<file path="src/rtl/dac_auto_scaler.sv">
// Automatic DAC headroom tracker: delays samples two cycles and emits a left-shift
// amount that never overflows the aligned sample (fast attack, slow windowed decay).
module dac_auto_scaler #(
    parameter int unsigned WINDOW_LOG2 = 12,
    parameter int unsigned MAX_DIST    = 14,
    parameter int unsigned HEADROOM    = 1
) (
    input  logic               clk_in,
    input  logic               reset,
    input  logic signed [27:0] DATA_IN,
    input  logic               DATA_VALID,
    input  logic               hold,
    output logic signed [27:0] DATA_OUT,
    output logic               DATA_VALID_OUT,
    output logic [7:0]         distance
);

    localparam int unsigned DW    = 28;
    localparam int unsigned LZW   = 5;
    localparam int unsigned DISTW = 8;
    localparam logic [LZW-1:0] LZ_MAX = LZW'(27);

    // Redundant sign bits below the MSB.
    function automatic logic [LZW-1:0] f_lz(input logic [DW-1:0] x);
        logic [LZW-1:0] cnt;
        logic           done;
        cnt  = '0;
        done = 1'b0;
        for (int i = DW - 2; i >= 0; i--) begin
            if (!done && (x[i] == x[DW-1])) begin
                cnt = cnt + LZW'(1);
            end else begin
                done = 1'b1;
            end
        end
        return cnt;
    endfunction

    // Reserve headroom, floor at zero, cap at MAX_DIST.
    function automatic logic [DISTW-1:0] f_clampd(input logic [LZW-1:0] v);
        int unsigned t;
        t = (32'(v) > HEADROOM) ? (32'(v) - HEADROOM) : 32'd0;
        if (t > MAX_DIST) begin
            t = MAX_DIST;
        end
        return DISTW'(t);
    endfunction

    logic signed [DW-1:0]    r_s1_data;
    logic                    r_s1_valid;
    logic [LZW-1:0]          r_s1_lz;
    logic [WINDOW_LOG2-1:0]  r_win_cnt;
    logic [LZW-1:0]          r_min_lz;

    logic [DISTW-1:0]        w_attack_amt;
    logic [DISTW-1:0]        w_decay_tgt;
    logic [LZW-1:0]          w_win_min;
    logic                    w_win_end;
    logic                    w_attack;
    logic                    w_decay;

    always_comb begin
        w_attack_amt = f_clampd(r_s1_lz);
        w_win_end    = (r_win_cnt == '1);
        w_win_min    = (r_min_lz < r_s1_lz) ? r_min_lz : r_s1_lz;
        w_decay_tgt  = f_clampd(w_win_min);
        w_attack     = (w_attack_amt < distance);
        // Decay uses the whole window's minimum, including the closing sample.
        w_decay      = w_win_end && !hold && !w_attack && (w_decay_tgt > distance)
                       && (distance < DISTW'(MAX_DIST));
    end

    always_ff @(posedge clk_in) begin
        if (reset) begin
            r_s1_data      <= '0;
            r_s1_valid     <= 1'b0;
            r_s1_lz        <= '0;
            DATA_OUT       <= '0;
            DATA_VALID_OUT <= 1'b0;
            distance       <= '0;
            r_win_cnt      <= '0;
            r_min_lz       <= LZ_MAX;
        end else begin
            r_s1_valid     <= DATA_VALID;
            DATA_VALID_OUT <= r_s1_valid;
            if (DATA_VALID) begin
                r_s1_data <= DATA_IN;
                r_s1_lz   <= f_lz(DATA_IN);
            end
            if (r_s1_valid) begin
                DATA_OUT <= r_s1_data;
                if (w_attack) begin
                    distance <= w_attack_amt;
                end else if (w_decay) begin
                    distance <= distance + DISTW'(1);
                end
                r_win_cnt <= r_win_cnt + WINDOW_LOG2'(1);
                r_min_lz  <= w_win_end ? LZ_MAX : w_win_min;
            end
        end
    end

endmodule

</file>
<file path="config.mk">
export PLATFORM = sky130hd
export DESIGN_NAME = dac_auto_scaler
export DESIGN_NICKNAME = d
export VERILOG_FILES = /design/src/rtl/dac_auto_scaler.sv
export SDC_FILE = /design/constraint.sdc
export NUM_CORES = 1
export LEC_CHECK = 0
export BUFFER_PORTS_ARGS = -buffer_cell sky130_fd_sc_hd__buf_4
export CORE_MARGIN = 5
export CORE_UTILIZATION = 30
export CTS_BUF_LIST = sky130_fd_sc_hd__clkbuf_8
export DETAILED_ROUTE_END_ITERATION = 12
export HOLD_SLACK_MARGIN = 0.05
export SLEW_MARGIN = 20
export SYNTH_ARGS = -nofsm -noshare
export SYNTH_HDL_FRONTEND = slang
export SYNTH_SLANG_ARGS = --single-unit
</file>
<file path="constraint.sdc">
create_clock -name clk_in -period 21.2 [get_ports clk_in]
set_input_delay 4.24 -clock clk_in [delete_from_list [all_inputs] [get_ports clk_in]]
set_output_delay 4.24 -clock clk_in [all_outputs]
set_load 0.005 [all_outputs]
</file>
# Word level (Yosys, flattened, before mapping)
# Cells that the tools add are included.
# op_classes
n_mux	165
order_cmp	8
n_reduce_logical	60
n_addsub	30
n_eq_ne	28
# ops
cell	count
two-way mux 5 bit	80
adder 5 x 1 -> 5 bit (second input constant)	26
two-way mux 1 bit	79
greater-than comparator 32 x 4 -> 1 bit (second input constant)	2
two-way mux 32 bit	2
two-way mux 8 bit	4
logical AND 1 bit	30
logical NOT 1 bit	28
equality test 1 bit	27
adder 12 x 1 -> 12 bit (second input constant)	1
equality test 12 bit (second input constant)	1
subtractor 5 x 1 -> 6 bit (second input constant)	2
greater-than comparator 5 x 1 -> 1 bit (second input constant)	2
adder 8 x 1 -> 8 bit (second input constant)	1
greater-than comparator 8 bit	1
< comparator 8 x 4 -> 1 bit (second input constant)	1
< comparator 8 bit	1
< comparator 5 bit	1
AND reduction 2 bit	1
nonzero test 2 bit	1
# totals
regBits	88
in_bits	32

# Depth between registers and ports, before layout
# Gate-level depths: netlist of the first run.
# logic_depth
depth_word	132
mapped_depth	72
depth_no_buf	65

# Worst setup path after synthesis of the first run
# No wires, ideal clock.
# synth_path
kind	input-to-reg
startpoint	input port DATA_IN[27]
endpoint	register r_s1_lz[4]
cell_stages	70
required_time_ns	21.121
arrival_ns	16.162
setup_time_ns	0.079
slack_ns	4.959
path_cell_list	buf_6 buf_2 buf_2 buf_1 buf_1 clkbuf_1 nand2_1 a21oi_1 o21bai_1 ha_1 a21o_1 and2_1 ha_1 clkbuf_1 mux2_2 ha_1 nand3_1 o311ai_0 [... 34 more ...] nand4_1 o21ai_0 nand2_1 nand2_1 ha_1 nand2b_1 or2_2 a21oi_1 a21oi_1 a21oi_1 xnor2_4 nor2_1 or4b_4 nor3b_1 mux2i_1 xor2_1 xnor3_1 a211oi_2
# synth_via
elab_chain_cells	132
elab_cells_between_ends	262
cone_classes	26 x add/sub; 27 x eq/ne; 157 x mux; 52 x reduce/logical
# synth_rtl
item	line_no	text
from (decl)	10	input logic signed [27:0] DATA_IN,
branches (longest 131 deep; another with adder 5 x 1 -> 5 bit)	-	
two-way mux 5 bit *	30	if (!done && (x[i] == x[DW-1])) begin
to (signal assigned)	88	r_s1_lz <= f_lz(DATA_IN);
to (decl)	51	logic [LZW-1:0] r_s1_lz;
# Every way passes the cells marked *. The select of a mux whose other input is x is not followed.
# A chain may end at the register's enable or synchronous reset.

# Worst setup path in the final report of the first run
# Same ends and word-level chain as after synthesis.

==> qor.yml, run 1 <==
totalWireLength_mm: 19.8
clock_latency_ns: 0.39
post-dp-hpwl_mm: 14.6
coreArea_um2: 25900
grt_pass1_vias: 6611
ys_seq_area_frac: 0.224
synthTopCellsByArea: "dfxtp_1 22%, mux2i_1 9.4%, ha_1 7.5%"
gp_congestion: 0.876
drc: 0
nets: 1114
final.min_clock_period_ns: 16.48
htreeDepth: 3
grt_max_degree: 86
area_growth_syn_to_layout_pct: 12.0
path_clk_slew_ns: 0.09
ys_ff_latch: 88
die_w_um: 172
n_antenna_cell: 0
yosysMostFrequentCell: "nor2_1"
startpoint_type: "input port"
critPathMaxStageDelay_ns: 0.58
finish.utilization: 0.340
grtUsageTotal: 0.132
synth_edf_count: 0
wl_per_cell_um: 14.4
relSlewSlack: 0.373
post_cts.repair.setup_buffers: 0
syn_area_um2: 7860
drv_cap: 0
start_util: 0.303
final_hold_viol_count: 0
fmaxAchievable_mhz: 60.7
crit_arrival_ns: 16.78
num-fill-cells: 2693
first_pass_iters: 4
cts_resized: 0
grt-ovfl-total: 0
synth_top_area_share: 0.224
worstMarginPinSlew_ns: 0.940
required_ns: 21.50
placedCellCount: 1359
avgViaCountPerCell: 5.13
netlist_instances: 1006
vias: 7059
pwr_density_cell_nw_per_um2: 49.0
clock_skew_ns: 0.0132
synth-async-reset-ratio: 0
cp-end-kind: "register"
cts_tree: "built"
vdd_drop_max_mv: 0.0313
antenna_left: 0
yosys.area.top_type: "dfxtp_1"
ctsHoldBuffers: 0
numPortBuffers: 68
grt_pass1_wl_mm: 32.4
rows: 59
hp-class: "reg2reg"
die_height_um: 172
worstSetupPathType: "in2reg"
antenna_found_initial: 0
p_leak_nw: 3.53
avgSynthCellArea_um2: 7.81
clk_path_buf_depth: 2
drive_gt1_frac: 0.122
clock-sinks: 88
setup_violations: 0
synthDistinctLibCells: 90
fin_cells: 1375
cts_buffers: 9
synth_warnings: 0
dieArea_um2: 29500
cts_root_buf: "clkbuf_8"
outcome: "complete, no violations"
post-route-period-util: 0.777
rsz0062_at_grt: "false"
path_max_fanout: 80
crit_top_cell: "ha_1"
synthFlopType: "dfxtp_1"
slowest_stage: "buf_4"
hold-worst-slack_ns: 0.503
slew_violations: 0
pin_count: 69
drtIter0Drc: 439
synth_commonest_cells: "149 x nor2_1, 88 x dfxtp_1, 87 x nand2_1, 74 x mux2i_1, 50 x a21oi_1"
finalSetupTns_ns: 0
-- cell families (layout without fill, tap and decap cells) --
kind of cell,Yosys count,count (layout),synth area share
muxes,85,85,0.113
other,1,6,0.000477
xor gates and xnor gates,76,76,0.107
DFF,88,88,0.224
adders and majority gates,51,51,0.0799
AOI/OAI and AO/OA,215,215,0.183
and+or+nand+nor,399,399,0.245
buffers and inverters,91,120,0.0473
-- metrics by stage --
stage / area, um^2 / setup slack [ns] / power [mW]
2_1_floorplan: 7880 / 4.96 / 0.267
3_3_place_gp: 8580 / 4.75 / 0.293
3_5_place_dp: 8580 / 4.38 / 0.295
4_1_cts: 8800 / 4.75 / 0.438
5_1_grt: 8800 / 3.38 / 0.459
6_report: 8800 / 4.72 / 0.431
-- where the power goes --
part           switching, mW  leakage (nW)  internal [mW]  total, mW
Combinational         0.0667          2.70         0.0491      0.116
Sequential           0.00424         0.718          0.171      0.176
Clock                 0.0719         0.116         0.0681      0.140
-- worst max-delay path, delay by kind of cell --
| family | cells | cell delay, ns |
|---|---|---|
| AND/OR/NAND/NOR | 24 | 3.73 |
| AO/OA/AOI/OAI | 18 | 3.56 |
| adder cells (fa/ha/maj) | 11 | 3.12 |
| XOR/XNOR | 3 | 0.76 |
| buffers and inverters | 3 | 0.70 |
| multiplexers | 3 | 0.64 |
-- cell type report --
class / instances / area (um^2) / share of cell area
well taps: 335 / 419 / 0.0476
clock buffers: 9 / 124 / 0.0141
repair buffers: 69 / 518 / 0.0588
clock inverters: 7 / 103 / 0.0117
flip-flops and latches: 88 / 1760 / 0.200
multi-input cells: 832 / 5750 / 0.653
inverters: 35 / 131 / 0.0149
-- routing by layer --
layer | global-route usage | vias to the layer above | wire, um
met2 | 0.219 | 145 | 9120
met3 | 0.0203 | 17 | 803
li1 | - | 3643 | -
met5 | 0 | - | 0
met4 | 0.0369 | 0 | 257
met1 | 0.178 | 3254 | 9610
-- final timing paths --
path                          endpoint  cells after the start  slack [ns]                       start
max            r_s1_lz[4]$_SDFFE_PP0P_                     62        4.72                 DATA_IN[27]
min          DATA_OUT[25]$_SDFFE_PP0P_                      2        0.50  r_s1_data[25]$_SDFFE_PP0P_
max reg2reg   distance[7]$_SDFFE_PP0P_                     30       15.52     r_s1_lz[1]$_SDFFE_PP0P_
min reg2reg  DATA_OUT[25]$_SDFFE_PP0P_                      2        0.50  r_s1_data[25]$_SDFFE_PP0P_
-- state kept, by name, summed over array words and instances (netlist names) --
signal / cells
r_win_cnt: 12
DATA_OUT: 28
r_s1_data: 28
r_min_lz: 5
distance: 8
r_s1_lz: 5
DATA_VALID_OUT: 1
r_s1_valid: 1
-- placed cells by master, fill, tap and decap left out, types with 7 or more instances in the layout --
master	instances
a31oi_1	11
nand3_1	28
mux2i_1	74
nor2_1	149
xnor2_1	45
and3_1	16
xor2_1	18
and2_1	11
nand4_1	10
a21boi_0	7
nor2b_1	14
inv_1	35
o22ai_1	11
nand2b_1	18
o21a_1	8
dfxtp_1	87
mux2_2	9
o21ai_0	46
a21oi_1	50
or3_1	7
a22oi_1	7
nor3_1	23
buf_4	69
ha_1	47
clkbuf_8	9
nand2_1	87
Power figures use the tool's default switching activity.
==> run 2: changes to the inputs <==
Clock period 21.2 ns to 14.25 ns, I/O delays scaled along.
==> run 2 against run 1 <==
  * Power is 42% higher
  * Sequential share of layout area shrank 0.55 points
  * Hold slack lost 0.014 ns
  * Non-clock buffer count grew 14
  * Die area unchanged
  * Count of clock-buffer cells in the layout rose by 1
  * Largest power group unchanged
==> qor.yml, run 2 (same netlist as run 1, synthesis figures left out) <==
cts_tree: "built"  # unchanged
vdd_drop_max_mv: 0.0404  # was 0.0313 mV
rows: 59  # unchanged
crit_top_cell: "ha_1"  # unchanged
dieArea_um2: 29500  # unchanged
p_leak_nw: 3.60  # was 3.53 nW
grtUsageTotal: 0.134  # was 0.132
antenna_found_initial: 0  # unchanged
slew_violations: 0  # unchanged
critPathMaxStageDelay_ns: 0.49  # was 0.58 ns
start_util: 0.303  # unchanged
outcome: "complete, no violations"  # unchanged
post-route-period-util: 0.953
num-fill-cells: 2688  # was 2693
first_pass_iters: 5  # was 4
placedCellCount: 1366  # was 1359
gp_congestion: 0.854  # was 0.876
final_common_cell: "nor2_1"  # unchanged
numPortBuffers: 68  # unchanged
crit_arrival_ns: 13.90  # was 16.78 ns
power_uw: 614  # was 431 uW
vias: 7140  # was 7059
grt-ovfl-total: 0  # unchanged
cts_buffers: 9  # unchanged
post-dp-hpwl_mm: 14.8  # was 14.6 mm
pwr_density_cell_nw_per_um2: 67.8  # was 49.0 nW/um^2
final_cell_mix: "146 x nor2_1, 87 x dfxtp_1, 85 x nand2_1"  # was 149 x nor2_1, 87 x dfxtp_1, 87 x nand2_1
nets: 1128  # was 1114
clk_path_buf_depth: 2  # unchanged
startpoint_type: "input port"  # unchanged
die_height_um: 172  # unchanged
crit_start: "DATA_IN[25]"  # was DATA_IN[27]
cp-end-kind: "register"  # unchanged
grt_pass1_vias: 6610  # was 6611
die_w_um: 172  # unchanged
area_growth_syn_to_layout_pct: 15.2  # was 12.0%
cts_root_buf: "clkbuf_8"  # unchanged
finalSetupTns_ns: 0  # unchanged
htreeDepth: 3  # unchanged
required_ns: 14.56  # was 21.50 ns
fin_cells: 1389  # was 1375
endpoint: "r_s1_lz[4]$_SDFFE_PP0P_"  # unchanged
fmaxAchievable_mhz: 73.6
slowest_stage: "or4b_4"  # was buf_4
drtIter0Drc: 378  # was 439
antenna_left: 0  # unchanged
relSlewSlack: 0.385  # was 0.373
grt_max_degree: 86  # unchanged
totalWireLength_mm: 20.4  # was 19.8 mm
n_antenna_cell: 0  # unchanged
ctsHoldBuffers: 0  # unchanged
clock_skew_ns: 0.0171  # was 0.0132 ns
path_clk_slew_ns: 0.11  # was 0.09 ns
drv_cap: 0  # unchanged
hp-class: "reg2reg"  # unchanged
ff2ff_setup_slack_ns: 8.63  # was 15.52 ns
path_max_fanout: 6  # was 80
worstSetupPathType: "in2reg"  # unchanged
avgViaCountPerCell: 5.14  # was 5.13
setup_violations: 0  # unchanged
clock-sinks: 88  # unchanged
reg2reg_to: "distance[7]$_SDFFE_PP0P_"  # unchanged
worstMarginPinSlew_ns: 0.923  # was 0.940 ns
timing.critical_path.max_delay_family: "adder cells"  # was simple AND/OR/NAND/NOR gates
final_hold_viol_count: 0  # unchanged
largestRegisters: "DATA_OUT: 28 flops, r_s1_data: 28 flops, r_win_cnt: 12 flops"  # unchanged
drc: 0  # unchanged
pin_count: 69  # unchanged
final.min_clock_period_ns: 13.59
drive_gt1_frac: 0.157  # was 0.122
coreArea_um2: 25900  # unchanged
rr_startpoint: "r_s1_lz[1]$_SDFFE_PP0P_"  # unchanged
crit_buf_inv: 3  # unchanged
worst-path-stages: 63  # was 62
ff2ff_path_depth: 30  # unchanged
clock_latency_ns: 0.38  # was 0.39 ns
wl_per_cell_um: 14.7  # was 14.4 um
grt_pass1_wl_mm: 32.9  # was 32.4 mm
-- run 2: cell count changes in the layout (fill, tap and decap cells not counted), moves of 4 or more --
| cell | change |
|---|---|
| ha_1 | -6 |
| a21oi_1 | -4 |
| o21ai_1 | +4 |
| ha_4 | +5 |
| o21ai_0 | -4 |
| buf_4 | +14 |
-- run 2: area by class of cell --
type                       instances  area (um^2)  area share
clock buffer                      10          138      0.0152
clock inverter                     6         36.3     0.00401
inverter                          35          131      0.0145
sequential                        88         1760       0.195
tap                              335          419      0.0463
multi-input combinational        832         5940       0.656
timing repair buffer              83          623      0.0688
-- run 2: timing repair --
item,CTS,global route
endpoints found under the setup margin,0,3
resized for setup,0,34
buffers inserted,0,7
-- run 2: worst min path at each step --
stage,start,end,slack [ns],cells past startpoint
global route,r_s1_data[18]$_SDFFE_PP0P_,r_s1_data[18]$_SDFFE_PP0P_,0.53,2
CTS,r_s1_data[14]$_SDFFE_PP0P_,DATA_OUT[14]$_SDFFE_PP0P_,0.50,2
detailed placement,r_s1_data[16]$_SDFFE_PP0P_,r_s1_data[16]$_SDFFE_PP0P_,0.48,2
global placement,r_s1_data[15]$_SDFFE_PP0P_,DATA_OUT[15]$_SDFFE_PP0P_,0.47,2
finish,r_s1_data[14]$_SDFFE_PP0P_,DATA_OUT[14]$_SDFFE_PP0P_,0.49,2
floorplan,r_s1_data[0]$_SDFFE_PP0P_,r_s1_data[0]$_SDFFE_PP0P_,0.46,2
-- run 2: power breakdown --
group	switching (mW)	internal, mW	total [mW]	leakage [nW]
logic	0.105	0.0809	0.186	2.79
clock network	0.0999	0.0674	0.167	0.0972
registers	0.00609	0.255	0.261	0.718
total	0.211	0.403	0.614	3.60
-- run 2: worst register-to-register path: cells and delay by family (launching register included) --
family	cells	cell delay, ns
muxes	1	0.38
AOI/OAI and AO/OA	14	2.50
DFF	1	0.42
adders and majority gates	3	0.78
and+or+nand+nor	10	1.18
buffers and inverters	2	0.24
-- run 2: layer usage --
metal | global-route usage | part of all wire
met5 | 0 | 0
met4 | 0.0349 | 0.016
met3 | 0.0224 | 0.039
met2 | 0.221 | 0.46
met1 | 0.183 | 0.49
-- run 2: stage by stage --
| step | instance area (um^2) | hold slack [ns] | worst slack (ns) | util |
|---|---|---|---|---|
| 2_1_floorplan | 7920 | 0.460 | 0.128 | - |
| 3_3_place_gp | 8660 | 0.474 | 0.247 | 0.334 |
| 3_5_place_dp | 8660 | 0.483 | 0.0326 | 0.334 |
| 4_1_cts | 8830 | 0.497 | 0.416 | 0.341 |
| 5_1_grt | 9050 | 0.534 | -0.0353 | 0.349 |
| 6_report | 9050 | 0.489 | 0.664 | 0.349 |
